`src/rtl/button_pulse_gen.sv`:
```
// Push-button front end: two-flop synchronizer, per-channel debounce counter,
// and a registered one-cycle pulse on every accepted press.
module button_pulse_gen #(
    parameter int N               = 3,
    parameter int DEBOUNCE_CYCLES = 500000,
    parameter int CNT_WIDTH       = $clog2(DEBOUNCE_CYCLES + 1)
) (
    input  logic         clk,
    input  logic         async_reset,
    input  logic [N-1:0] btn_raw,
    output logic [N-1:0] btn_level,
    output logic [N-1:0] btn_pulse
);

    localparam logic [CNT_WIDTH-1:0] CNT_LAST = CNT_WIDTH'(DEBOUNCE_CYCLES - 1);
    localparam logic [CNT_WIDTH-1:0] CNT_ONE  = CNT_WIDTH'(1);

    logic [N-1:0] sync1_q;
    logic [N-1:0] sync2_q;

    // NOTE: sequential state is written with <= only, so every flop samples pre-edge values.
    always_ff @(posedge clk or posedge async_reset) begin
        if (async_reset) begin
            sync1_q <= '0;
            sync2_q <= '0;
        end else begin
            sync1_q <= btn_raw;
            sync2_q <= sync1_q;
        end
    end

    for (genvar i = 0; i < N; i++) begin : g_chan
        logic                 level_q;
        logic                 level_d;
        logic                 pulse_q;
        logic                 pulse_d;
        logic [CNT_WIDTH-1:0] cnt_q;
        logic [CNT_WIDTH-1:0] cnt_d;

        // An agreeing sample restarts the window; a full window of disagreeing samples flips the level.
        always_comb begin
            // NOTE: defaults first so every path assigns every output and no latch is inferred.
            level_d = level_q;
            cnt_d   = '0;
            pulse_d = 1'b0;
            if (sync2_q[i] == level_q) begin
                cnt_d = '0;
            end else if (cnt_q == CNT_LAST) begin
                level_d = ~level_q;
                cnt_d   = '0;
                pulse_d = ~level_q;
            end else begin
                cnt_d = cnt_q + CNT_ONE;
            end
        end

        always_ff @(posedge clk or posedge async_reset) begin
            if (async_reset) begin
                level_q <= 1'b0;
                pulse_q <= 1'b0;
                cnt_q   <= '0;
            end else begin
                level_q <= level_d;
                pulse_q <= pulse_d;
                cnt_q   <= cnt_d;
            end
        end

        assign btn_level[i] = level_q;
        assign btn_pulse[i] = pulse_q;
    end

endmodule

```
`config.mk`:
```
export PLATFORM = sky130hd
export DESIGN_NAME = button_pulse_gen
export DESIGN_NICKNAME = d
export VERILOG_FILES = /design/src/rtl/button_pulse_gen.sv
export SDC_FILE = /design/constraint.sdc
export NUM_CORES = 1
export LEC_CHECK = 0
export CAP_MARGIN = 20
export CELL_PAD_IN_SITES_DETAIL_PLACEMENT = 1
export CELL_PAD_IN_SITES_GLOBAL_PLACEMENT = 2
export CORE_UTILIZATION = 40
export DETAILED_ROUTE_END_ITERATION = 6
export PLACE_DENSITY_LB_ADDON = 0.1
export SYNTH_ARGS = -nofsm -noshare
export SYNTH_HDL_FRONTEND = slang
export SYNTH_SLANG_ARGS = --single-unit
```
`constraint.sdc`:
```
create_clock -name clk -period 2.8 [get_ports clk]
set_clock_uncertainty 0.15 [all_clocks]
set_input_delay 0.42 -clock clk [delete_from_list [all_inputs] [get_ports clk]]
set_output_delay 0.42 -clock clk [all_outputs]
set_load 0.05 [all_outputs]
```
==> summary.txt <==
TIMING
----------------------------------------------------------------------------------------------------
Setup TNS Final .......................................................................         0 ns
Final Max Tran Viols ..................................................................            0
Period Utilization, post-route ........................................................        82.7%
Setup violations, final ...............................................................            0
Final critical-path required period ...................................................      2.32 ns
Fmax achieved .........................................................................      432 MHz
Slew at the pin closest to its max-slew limit .........................................     0.499 ns
Hold Vio Cnt, Final ...................................................................            0
Worst slew margin relative to its limit ...............................................        66.6%
Unrepaired setup endpoints after global routing .......................................        false

ROUTING
----------------------------------------------------------------------------------------------------
Highest metal layer with signal wires .................................................         met4
Via density per instance ..............................................................         5.41
Post-route met1 wirelength ............................................................      3530 µm
Routed wirelength normalized by instance count ........................................      15.8 µm
Met2 wire length ......................................................................      3270 µm
Total number of vias ..................................................................        2,423
Met3 routed wirelength ................................................................       162 µm
Detailed-route DRC error count ........................................................            0
Final routed wirelength across all metal layers .......................................      7060 µm
Remaining antenna violation count .....................................................            0
Drt first pass iters ..................................................................            4
First DRT Iteration DRCs ..............................................................           78

CLOCK NETWORK
----------------------------------------------------------------------------------------------------
# resized after CTS ...................................................................            0
Cell chosen for the clock root ........................................................     clkbuf_8
Insertion delay of the later-clocked pin in the worst-skew pair .......................      0.34 ns
Hold buffer count at cts ..............................................................            0
Number of sinks on the clock net ......................................................           69
TritonCTS clock tree ..................................................................          yes
Clock buffers created by TritonCTS ....................................................            9
Level count of the clock H-tree .......................................................            3
Bufs on Longest Clock Path ............................................................            2
Clock-pin slew reported for the worst setup and hold paths after clock tree synthesis .      0.08 ns
Post-CTS setup buffer count ...........................................................            0

POWER
----------------------------------------------------------------------------------------------------
Fraction of power consumed by the clock network .......................................        41.9%
Pwr dens ..............................................................................   507 nW/µm²
Switching part of the total power .....................................................        23.4%
Internal power of the cells ...........................................................      1.44 mW
Static Leakage ........................................................................      1.42 nW
Part of the total power dissipated in sequential elements .............................        54.4%
Part of the power in combinational logic ..............................................         3.7%
Psw ...................................................................................     0.442 mW
Maximum VDD drop ......................................................................       190 µV

LOGIC SYNTHESIS
----------------------------------------------------------------------------------------------------
Proportion of synthesized chip area in sequential cells ...............................        51.9%
Share of flip-flops with an asynchronous set or reset after synthesis .................         100%
Post-synthesis cell type count ........................................................           40
Seq cells post-synth ..................................................................           69
Syn nets ..............................................................................          334
Gate Count Post-Synth .................................................................          326
Commonest register cell after synthesis ...............................................      dfrtp_1
Number of synthesis warnings ..........................................................            0
Synthesized cell area .................................................................     3320 µm²
Number of enable-type register cells in the synthesized netlist .......................            0
Synthesized area divided by synthesized cell count ....................................     10.2 µm²

FLOW RUN
----------------------------------------------------------------------------------------------------
Max capacitance violation total .......................................................            0

FLOORPLAN
----------------------------------------------------------------------------------------------------
Number of ports placed on the die boundary ............................................           11
Overall die height ....................................................................      93.2 µm
X dimension of the die ................................................................      93.2 µm
Num rows ..............................................................................           32
Starting Density ......................................................................        42.1%
Die Outline Area ......................................................................     8680 µm²
Area of the core ......................................................................     7890 µm²

WORST HOLD PATH
----------------------------------------------------------------------------------------------------
Worst hold path type .................................................................. flip-flop to flip-flop

LAYOUT
----------------------------------------------------------------------------------------------------
Final layout net count ................................................................          349
Most used cells in the layout excluding fill and tap cells ............................ dfrtp_1, nor2_1, xnor2_1, nand3_1, nand2_1
Diode count ...........................................................................            0
Most common cell after layout, fill and taps aside ....................................      dfrtp_1
Area of all placed cells without fillers ..............................................     3720 µm²
Final core occ ........................................................................        47.1%
Layout cell share with drive strength beyond 1 ........................................        11.0%
Syn-to-layout area delta ..............................................................        11.8%
Final instance count without filler cells .............................................          448

GLOBAL ROUTE
----------------------------------------------------------------------------------------------------
Pin count of the biggest net entering global routing ..................................           54
Total routing resource utilization after global routing ...............................        18.5%
Vias in the first global route ........................................................        2,565
Wire length of the first global-routing pass ..........................................    12,500 µm
Antenna violations before repair ......................................................            0
Aggregate global routing overflow .....................................................            0

CRITICAL PATH
----------------------------------------------------------------------------------------------------
Critical-path top delay cell ..........................................................       or4b_2
Crit path capture type ................................................................    flip-flop
Startpoint-to-endpoint class of the critical path ..................................... flip-flop to flip-flop
Critical Path RT ......................................................................      2.86 ns
Largest stage delay on the critical path ..............................................      0.70 ns
CP cell instances ..................................................................... or4b_2, nor4_2, a31o_2, nor2_1
WP data arrival .......................................................................      2.37 ns
Worst Setup Start Kind ................................................................    flip-flop
Worst Path Max Fanout .................................................................           18

PLACEMENT
----------------------------------------------------------------------------------------------------
Port Buffer Count .....................................................................           10
Post-detailed-placement cell area .....................................................     3520 µm²
Number of placed cells counting well taps .............................................          432
Final estimated routing congestion in global placement ................................        0.739
HPWL after DPL ........................................................................      4940 µm

STATUS
----------------------------------------------------------------------------------------------------
Outcome ............................................................................... finished, final reports clean

metal layers:
metal  vias to the layer above  global-route usage [%]
met5                         -                       0
met4                         0                    6.67
met3                        10                    3.66
met2                        28                    29.0
met1                      1215                    25.4
li1                       1170                       -
power by group through the flow:
stage | combinational [mW] | clock, mW | sequential [mW]
6_report | 0.0693 | 0.791 | 1.03
5_1_grt | 0.0821 | 0.864 | 1.03
4_1_cts | 0.0723 | 0.821 | 1.03
3_5_place_dp | 0.0721 | 0 | 1.04
3_3_place_gp | 0.0705 | 0 | 1.04
2_1_floorplan | 0.0503 | 0 | 1.04
layout make-up:
| class | count | area [µm²] |
|---|---|---|
| Fill cell | 901 | 4170 |
| Tap cell | 102 | 128 |
| Multi-Input combinational cell | 234 | 1470 |
| Inverter | 11 | 41.3 |
| Sequential cell | 69 | 1730 |
| Timing Repair Buffer | 16 | 158 |
| Clock inverter | 6 | 63.8 |
| Clock buffer | 10 | 128 |
Yosys cell counts (2+ instances only):
cell type | instances | share of area (%)
buf_4 | 8 | 1.8
nor4_1 | 13 | 2.4
o21ai_0 | 3 | 0.45
xnor2_1 | 37 | 9.7
or4b_2 | 4 | 1.2
and2_1 | 2 | 0.38
dfrtp_1 | 69 | 52
nor2_1 | 54 | 6.1
nand2_1 | 15 | 1.7
or2_2 | 3 | 0.56
and3_1 | 2 | 0.38
mux2_2 | 3 | 1.0
nand4_1 | 14 | 2.6
xor2_1 | 7 | 1.8
and4_1 | 2 | 0.53
or4_1 | 6 | 1.4
o31ai_1 | 4 | 0.90
nor3b_1 | 3 | 0.68
or3_1 | 5 | 0.94
inv_1 | 11 | 1.2
nand3_1 | 21 | 3.2
a21oi_1 | 10 | 1.5
nor3_1 | 9 | 1.4
ha_1 | 3 | 1.1
o41ai_1 | 3 | 0.79
registers in the layout (all words and copies together), names as in the netlist:
register	flops
sync1_q	3
sync2_q	3
g_chan.cnt_q	57
g_chan.pulse_q	3
g_chan.level_q	3
worst paths after layout:
path / start / endpoint / slack, ns / cells after the start
max reg2reg: g_chan[0].cnt_q[11] / g_chan[0].cnt_q[16] / 0.48 / 4
min reg2reg: sync1_q[0] / sync2_q[0] / 0.20 / 0
max in group asynchronous: async_reset / g_chan[0].cnt_q[10] / 1.65 / 3
max: g_chan[0].cnt_q[11] / g_chan[0].cnt_q[16] / 0.48 / 4
min in group asynchronous: async_reset / g_chan[0].cnt_q[1] / 0.23 / 2
min: sync1_q[0] / sync2_q[0] / 0.20 / 0
critical path, delay by kind of cell (launching register included):
kind / cells / cell delay (ns)
AND/OR/NAND/NOR: 3 / 1.10
flip-flops: 1 / 0.47
AO/OA/AOI/OAI: 1 / 0.46
stage by stage:
| stage | worst slack (ns) | total power, mW | hold slack (ns) |
|---|---|---|---|
| 6_report | 0.484 | 1.89 | 0.200 |
| 4_1_cts | 0.459 | 1.92 | 0.204 |
| 5_1_grt | 0.364 | 1.97 | 0.222 |
| 3_3_place_gp | 0.491 | 1.11 | 0.182 |
| 3_5_place_dp | 0.457 | 1.12 | 0.186 |
| 2_1_floorplan | 0.490 | 1.09 | 0.181 |
logic make-up (layout without fill, tap and decap cells):
kind of cell	Yosys count	count (layout)	share of synthesized area [%]
and+or+nand+nor	161	161	25.6
DFF	69	69	51.9
buffers and inverters	23	43	3.80
xor gates and xnor gates	44	44	11.6
muxes	3	3	1.02
AOI/OAI and AO/OA	23	23	4.89
adders and majority gates	3	3	1.13
(Power assumes the default switching activity.)
